[src/rtl/wisc_pkg.sv]
// Shared types for the WISC 16-bit core: opcodes, branch conditions and
// the decoded ID/EX control bundle.
package wisc_pkg;

   typedef enum logic [3:0] {
      OP_ADD  = 4'h0,
      OP_SUB  = 4'h1,
      OP_NAND = 4'h2,
      OP_XOR  = 4'h3,
      OP_INC  = 4'h4,
      OP_SRA  = 4'h5,
      OP_SRL  = 4'h6,
      OP_SLL  = 4'h7,
      OP_LW   = 4'h8,
      OP_SW   = 4'h9,
      OP_LHB  = 4'hA,
      OP_LLB  = 4'hB,
      OP_B    = 4'hC,
      OP_CALL = 4'hD,
      OP_RET  = 4'hE,
      OP_HLT  = 4'hF
   } opcode_e;

   localparam logic [2:0] BR_NEQ    = 3'b000;
   localparam logic [2:0] BR_EQ     = 3'b001;
   localparam logic [2:0] BR_GT     = 3'b010;
   localparam logic [2:0] BR_LT     = 3'b011;
   localparam logic [2:0] BR_GTE    = 3'b100;
   localparam logic [2:0] BR_LTE    = 3'b101;
   localparam logic [2:0] BR_OVFL   = 3'b110;
   localparam logic [2:0] BR_UNCOND = 3'b111;

   typedef struct packed {
      logic [3:0] alu_op;
      logic       alu_src;
      logic       mem_rd;
      logic       mem_wr;
      logic       reg_we;
      logic [2:0] br_cond;
      logic       branch;
      logic       call;
      logic       ret;
      logic       halt;
   } idex_t;

   // CALL links into the highest-numbered register
   function automatic int link_reg(input int num_regs);
      return num_regs - 1;
   endfunction

   localparam int LINK_REG = 15;

endpackage

[src/rtl/reg_file.sv]
// Register file: two asynchronous read ports, one synchronous write port,
// R0 reads as zero and ignores writes.
module reg_file
   import wisc_pkg::*;
#(
   parameter int DATA_W = 16,
   parameter int NUM_REGS = 16,
   localparam int RA_W = $clog2(NUM_REGS)
) (
   input  logic              clk,
   input  logic              rst,
   input  logic              we,
   input  logic [RA_W-1:0]   waddr,
   input  logic [DATA_W-1:0] wdata,
   input  logic [RA_W-1:0]   raddr_a,
   input  logic [RA_W-1:0]   raddr_b,
   output logic [DATA_W-1:0] rdata_a,
   output logic [DATA_W-1:0] rdata_b
);

   logic [DATA_W-1:0] regs_r [NUM_REGS];

   // register array: cleared on reset, written from writeback
   always_ff @(posedge clk) begin
      if (rst) begin
         for (int i = 0; i < NUM_REGS; i++) begin
            regs_r[i] <= '0;
         end
      end else if (we && (waddr != '0)) begin
         regs_r[waddr] <= wdata;
      end
   end

   assign rdata_a = (raddr_a == '0) ? '0 : regs_r[raddr_a];
   assign rdata_b = (raddr_b == '0) ? '0 : regs_r[raddr_b];

endmodule

[src/rtl/decode_stage.sv]
// WISC instruction-decode stage: decode, register read with writeback
// bypass, load-use stall, flush/backpressure and the registered ID/EX bundle.
module decode_stage
   import wisc_pkg::*;
#(
   parameter int DATA_W = 16,
   parameter int NUM_REGS = 16,
   parameter int PC_W = 16,
   localparam int RA_W = $clog2(NUM_REGS)
) (
   input  logic              clk,
   input  logic              rst,
   input  logic              if_valid,
   input  logic [15:0]       if_instr,
   input  logic [PC_W-1:0]   if_pc,
   output logic              id_ready,
   input  logic              flush,
   input  logic              wb_we,
   input  logic [RA_W-1:0]   wb_addr,
   input  logic [DATA_W-1:0] wb_data,
   input  logic              ex_ready,
   output logic              ex_valid,
   output logic [PC_W-1:0]   ex_pc,
   output logic [RA_W-1:0]   ex_rd,
   output logic [DATA_W-1:0] ex_op_a,
   output logic [DATA_W-1:0] ex_op_b,
   output logic [DATA_W-1:0] ex_imm,
   output logic [3:0]        ex_alu_op,
   output logic              ex_alu_src,
   output logic              ex_mem_rd,
   output logic              ex_mem_wr,
   output logic              ex_reg_we,
   output logic [2:0]        ex_br_cond,
   output logic              ex_branch,
   output logic              ex_call,
   output logic              ex_ret,
   output logic              ex_halt
);

   localparam logic [RA_W-1:0] LINK = RA_W'(link_reg(NUM_REGS));

   typedef struct packed {
      logic              valid;
      logic [PC_W-1:0]   pc;
      logic [RA_W-1:0]   rd;
      logic [DATA_W-1:0] op_a;
      logic [DATA_W-1:0] op_b;
      logic [DATA_W-1:0] imm;
      idex_t             ctrl;
   } stage_t;

   opcode_e           op_s;
   idex_t             ctrl_s;
   logic [RA_W-1:0]   ra_s, rb_s, rd_s;
   logic              use_a_s, use_b_s;
   logic [DATA_W-1:0] imm_s, rf_a_s, rf_b_s, op_a_s, op_b_s;
   logic              hazard_s, hold_s, accept_s, load_s;
   logic              halted_r;
   stage_t            stage_r, stage_n;

   assign op_s = opcode_e'(if_instr[15:12]);

   // instruction decode: source addresses, destination, immediate, controls
   always_comb begin
      ctrl_s        = '0;
      ctrl_s.alu_op = if_instr[15:12];
      ra_s          = '0;
      rb_s          = '0;
      rd_s          = '0;
      use_a_s       = 1'b0;
      use_b_s       = 1'b0;
      imm_s         = '0;
      case (op_s)
         OP_ADD, OP_SUB, OP_NAND, OP_XOR: begin
            ra_s = RA_W'(if_instr[7:4]);
            rb_s = RA_W'(if_instr[3:0]);
            use_a_s = 1'b1;
            use_b_s = 1'b1;
            rd_s = RA_W'(if_instr[11:8]);
            ctrl_s.reg_we = 1'b1;
         end
         OP_INC, OP_SRA, OP_SRL, OP_SLL: begin
            ra_s = RA_W'(if_instr[7:4]);
            use_a_s = 1'b1;
            imm_s = {{(DATA_W-4){1'b0}}, if_instr[3:0]};
            ctrl_s.alu_src = 1'b1;
            rd_s = RA_W'(if_instr[11:8]);
            ctrl_s.reg_we = 1'b1;
         end
         OP_LW: begin
            ra_s = RA_W'(if_instr[7:4]);
            use_a_s = 1'b1;
            imm_s = {{(DATA_W-4){if_instr[3]}}, if_instr[3:0]};
            ctrl_s.alu_src = 1'b1;
            ctrl_s.mem_rd = 1'b1;
            rd_s = RA_W'(if_instr[11:8]);
            ctrl_s.reg_we = 1'b1;
         end
         OP_SW: begin
            ra_s = RA_W'(if_instr[7:4]);
            rb_s = RA_W'(if_instr[11:8]);
            use_a_s = 1'b1;
            use_b_s = 1'b1;
            imm_s = {{(DATA_W-4){if_instr[3]}}, if_instr[3:0]};
            ctrl_s.alu_src = 1'b1;
            ctrl_s.mem_wr = 1'b1;
         end
         OP_LHB, OP_LLB: begin
            ra_s = RA_W'(if_instr[11:8]);
            use_a_s = 1'b1;
            imm_s = {{(DATA_W-8){1'b0}}, if_instr[7:0]};
            ctrl_s.alu_src = 1'b1;
            rd_s = RA_W'(if_instr[11:8]);
            ctrl_s.reg_we = 1'b1;
         end
         OP_B: begin
            ctrl_s.br_cond = if_instr[11:9];
            imm_s = {{(DATA_W-9){if_instr[8]}}, if_instr[8:0]};
            ctrl_s.branch = 1'b1;
         end
         OP_CALL: begin
            imm_s = {{(DATA_W-12){if_instr[11]}}, if_instr[11:0]};
            ctrl_s.call = 1'b1;
            rd_s = LINK;
            ctrl_s.reg_we = 1'b1;
         end
         OP_RET: begin
            ra_s = LINK;
            use_a_s = 1'b1;
            ctrl_s.ret = 1'b1;
         end
         OP_HLT: begin
            ctrl_s.halt = 1'b1;
         end
         default: begin
            ctrl_s = '0;
         end
      endcase
   end

   reg_file #(
      .DATA_W   (DATA_W),
      .NUM_REGS (NUM_REGS)
   ) u_reg_file (
      .clk     (clk),
      .rst     (rst),
      .we      (wb_we),
      .waddr   (wb_addr),
      .wdata   (wb_data),
      .raddr_a (ra_s),
      .raddr_b (rb_s),
      .rdata_a (rf_a_s),
      .rdata_b (rf_b_s)
   );

   // same-cycle writeback wins over the stored value; R0 is never bypassed
   assign op_a_s = (wb_we && (wb_addr == ra_s) && (ra_s != '0)) ? wb_data : rf_a_s;
   assign op_b_s = (wb_we && (wb_addr == rb_s) && (rb_s != '0)) ? wb_data : rf_b_s;

   assign hazard_s = if_valid && stage_r.valid && stage_r.ctrl.mem_rd && (stage_r.rd != '0)
                     && ((use_a_s && (ra_s == stage_r.rd)) || (use_b_s && (rb_s == stage_r.rd)));
   assign hold_s   = stage_r.valid && !ex_ready;
   assign id_ready = !rst && !halted_r && !hazard_s && !hold_s;
   assign accept_s = if_valid && id_ready;
   assign load_s   = accept_s && !flush;

   // next ID/EX contents: flush beats hold, hold beats issue, otherwise bubble
   always_comb begin
      stage_n = stage_r;
      if (load_s) begin
         stage_n.valid = 1'b1;
         stage_n.pc    = if_pc;
         stage_n.rd    = rd_s;
         stage_n.op_a  = op_a_s;
         stage_n.op_b  = op_b_s;
         stage_n.imm   = imm_s;
         stage_n.ctrl  = ctrl_s;
      end else if (flush || !hold_s) begin
         stage_n = '0;
      end else begin
         stage_n = stage_r;
      end
   end

   // ID/EX register and sticky halt flag
   always_ff @(posedge clk) begin
      if (rst) begin
         stage_r  <= '0;
         halted_r <= 1'b0;
      end else begin
         stage_r <= stage_n;
         if (load_s && ctrl_s.halt) begin
            halted_r <= 1'b1;
         end
      end
   end

   assign ex_valid   = stage_r.valid;
   assign ex_pc      = stage_r.pc;
   assign ex_rd      = stage_r.rd;
   assign ex_op_a    = stage_r.op_a;
   assign ex_op_b    = stage_r.op_b;
   assign ex_imm     = stage_r.imm;
   assign ex_alu_op  = stage_r.ctrl.alu_op;
   assign ex_alu_src = stage_r.ctrl.alu_src;
   assign ex_mem_rd  = stage_r.ctrl.mem_rd;
   assign ex_mem_wr  = stage_r.ctrl.mem_wr;
   assign ex_reg_we  = stage_r.ctrl.reg_we;
   assign ex_br_cond = stage_r.ctrl.br_cond;
   assign ex_branch  = stage_r.ctrl.branch;
   assign ex_call    = stage_r.ctrl.call;
   assign ex_ret     = stage_r.ctrl.ret;
   assign ex_halt    = stage_r.ctrl.halt;

endmodule

[config.mk]
export PLATFORM = sky130hd
export DESIGN_NAME = decode_stage
export DESIGN_NICKNAME = d
export VERILOG_FILES = /design/src/rtl/wisc_pkg.sv /design/src/rtl/reg_file.sv /design/src/rtl/decode_stage.sv
export SDC_FILE = /design/constraint.sdc
export NUM_CORES = 1
export LEC_CHECK = 0
export CORE_ASPECT_RATIO = 0.7
export CORE_MARGIN = 8
export CORE_UTILIZATION = 60
export DETAILED_ROUTE_END_ITERATION = 8
export PLACE_DENSITY = 0.84
export SYNTH_ARGS = -nofsm -noshare
export SYNTH_HDL_FRONTEND = slang
export SYNTH_SLANG_ARGS = --single-unit
[constraint.sdc]
create_clock -name clk -period 5.8 [get_ports clk]
set_input_delay 1.16 -clock clk [delete_from_list [all_inputs] [get_ports clk]]
set_output_delay 1.16 -clock clk [all_outputs]
set_load 0.02 [all_outputs]
==> impl_metrics.toml <==
[clock_network]
post_cts_resized = 0
postCtsSetupBuffers = 0
cts_tree = "yes"
clk_latency_ns = 0.53
h-tree-depth = 2
postCtsHoldBufs = 0
cts_sinks = 337
clk_pin_slew_ns = 0.06
clk_path_buf_depth = 3
root_buffer = "clkbuf_16"
cts_made_buffers = 34

[sta]
hold_violations = 0
finClkSkew_ns = 0.0290
fin_hold_ws_ns = 0.450
fmax_mhz = 186
setup_viol = 0
grt_setup_unrepaired = "no"
drv_slew = 0
worstMarginPinSlew_ns = 1.24
post-route-period-util_pct = 92.5
period_needed_ns = 5.36
tns_ns = 0
slew_headroom_pct = 17.0

[placement]
portBuffers = 142
dp_hpwl_mm = 36.2
dp_cells = 2117
gp_congestion = 0.942

[detailed_routing]
drc = 0
vias = 15600
drtIter0Drc = 3075
dr.pass1.iters = 6
wl_per_cell_um = 27.6
vias_per_cell = 7.17
antenna_left = 0
wl_mm = 60.1

[finish]
register_area_um2 = 9310
multi_input_area_um2 = 7060
final_nets = 1845
mostFrequentLayoutCells = "nand2_1, edfxtp_1, nor3_1, clkdlybuf4s50_1, a21oi_1"
n_antenna_cell = 0
num-fill-cells = 2012
layoutNonFillerInstCount = 2177
final_common_cell = "nand2_1"
area_growth_pct = 15.6
drive_gt1_share_pct = 7.25

[floorplan]
initial_core_util_pct = 61.3
ioPinCount = 143
die_area_um2 = 34200
rows = 51
die_x_um = 218
die_h_um = 157
core_um2 = 27900

[hold_path]
min_path_type = "register to register"

[worst_setup_path]
cp-startpoint = "if_instr[15]"
r2r_setup_slack_ns = 2.68
r2r-end = "ex_op_a[3]"
r2r-start = "ex_rd[0]"
start_kind = "input port"
worstPathArrival_ns = 4.20
end_kind = "output pin"
worstPathRequired_ns = 4.64
crit_end = "id_ready"
r2r_cells = 8
path_class = "input port to output pin"
cp_max_fo = 9

[synth]
syn_area_um2 = 17100
synth_compound_area_share_pct = 15.6
yosys_warnings = 0
synth_area_per_cell_um2 = 9.83
async_reset_ff_share_pct = 0
ys_seq_elements = 337
synth_edf_count = 256
synthMuxAreaShare_pct = 3.81
synthXorXnorAreaFrac_pct = 0.564
synth_top_family_by_area = "simple AND/OR/NAND/NOR gates"
synth_seq_area_share_pct = 54.5
synthAdderAreaFrac_pct = 0.366
synth_flop_cell = "edfxtp_1"
synthSimpleGateAreaFrac_pct = 20.1
ys_types = 54
synthCells = 1739

[global_routing]
grt_start_max_net_pins = 86
grt_usage_pct = 34.1
grt_antenna_before_repair = 1
grt_pass1_wl_mm = 89.9
grt_overflow_total = 0
grt_pass1_vias = 14814

[power_and_ir_drop]
ir_drop_mv = 0.244
p_per_area_nw_per_um2 = 296
power_leakage_nw = 6.54

[job]
max_cap_viol_count = 0

[outcome]
status = "complete, no violations"
[critical path, stage by stage]
cell and delay, ns:
clkdlybuf4s50_1 0.57, inv_1 0.09, ha_1 0.30, and2_1 0.19, or2_1 0.35, a21oi_4 0.36
xnor2_1 0.16, nor4_4 0.35, nor2_1 0.11, clkdlybuf4s50_1 0.55
[flip-flops by register name, summed over array words and instances, names as in the netlist]
register and flops:
ex_op_a 16, ex_branch 1, ex_ret 1, ex_mem_wr 1, ex_alu_op 4, ex_reg_we 1, ex_valid 1, ex_alu_src 1
ex_call 1, ex_imm 12, halted_r 1, u_reg_file.regs_r 256, ex_pc 16, ex_mem_rd 1, ex_halt 1, ex_br_cond 3
ex_rd 4, ex_op_b 16
[how the worst min path moves through the flow]
| stage | end | cells after the start | start |
|---|---|---|---|
| after floorplan | halted_r | 2 | halted_r |
| after global placement | ex_imm[9] | 2 | ex_imm[9] |
| after detailed placement | ex_imm[10] | 2 | ex_imm[10] |
| after CTS | ex_imm[10] | 2 | ex_imm[10] |
| after global routing | ex_imm[7] | 2 | ex_imm[7] |
| final | ex_imm[10] | 2 | ex_imm[10] |
[stage by stage]
stage / cell area, um^2 / utilization [%] / total power [mW] / worst slack, ns
2_1_floorplan: 17200 / - / 3.31 / 1.79
3_3_place_gp: 18700 / 67.0 / 3.62 / 0.524
3_5_place_dp: 18700 / 67.0 / 3.64 / 0.456
4_1_cts: 19800 / 70.9 / 5.80 / 0.452
5_1_grt: 19800 / 70.9 / 5.98 / 0.264
6_report: 19800 / 70.9 / 5.85 / 0.435
[routing by layer]
metal | part of all wire, % | routed length (um) | GRT usage, %
met5 | 0.022 | 13 | 0
met4 | 4.8 | 2900 | 15.3
met3 | 16 | 9820 | 10.8
met2 | 42 | 25400 | 49.6
met1 | 36 | 21900 | 46.1
[cell usage after synthesis, types with 5 or more instances]
master / instances / area [um^2]
nand2_1: 340 / 1280
edfxtp_1: 256 / 7690
nor3_1: 189 / 946
clkbuf_1: 150 / 563
a21oi_1: 100 / 500
a32oi_1: 87 / 762
dfxtp_1: 81 / 1620
mux2i_1: 65 / 651
nor2_1: 63 / 236
nor4_1: 47 / 294
a32o_1: 35 / 350
a22oi_1: 25 / 188
nor2b_1: 24 / 150
and2_1: 21 / 131
buf_2: 21 / 105
o21ai_0: 21 / 105
inv_1: 20 / 75.1
nand4_1: 19 / 119
a221o_1: 16 / 160
a221oi_1: 16 / 140
o22ai_1: 16 / 100
or2_2: 16 / 100
buf_1: 15 / 56.3
o21ai_1: 15 / 75.1
o221ai_1: 15 / 131
xnor2_1: 10 / 87.6
nand2b_1: 7 / 43.8
ha_1: 5 / 62.6
[layout make-up]
type,instances,area share (%)
Timing Repair Buffer,185,8.94
Tap cell,371,2.35
Multi-Input combinational cell,1203,35.7
Inverter,21,0.399
Clock buffer,49,4.96
Clock inverter,11,0.538
Sequential cell,337,47.1
[logic make-up (layout without fill, tap and decap cells)]
| family | count (synthesis) | in the layout |
|---|---|---|
| AND/OR/NAND/NOR | 743 | 743 |
| buffers and inverters | 214 | 266 |
| flip-flops | 337 | 337 |
| AO/OA/AOI/OAI | 363 | 363 |
| XOR/XNOR | 11 | 11 |
| adder cells (fa/ha/maj) | 5 | 5 |
| multiplexers | 65 | 65 |
| other | 1 | 16 |
[power by group]
group	internal, mW	leakage [nW]	total [mW]	switching, mW
registers	2.72	3.10	2.79	0.0717
logic	0.272	2.91	0.853	0.582
clock network	1.27	0.528	2.21	0.946
total	4.26	6.54	5.85	1.60
Power figures use the tool's default switching activity.
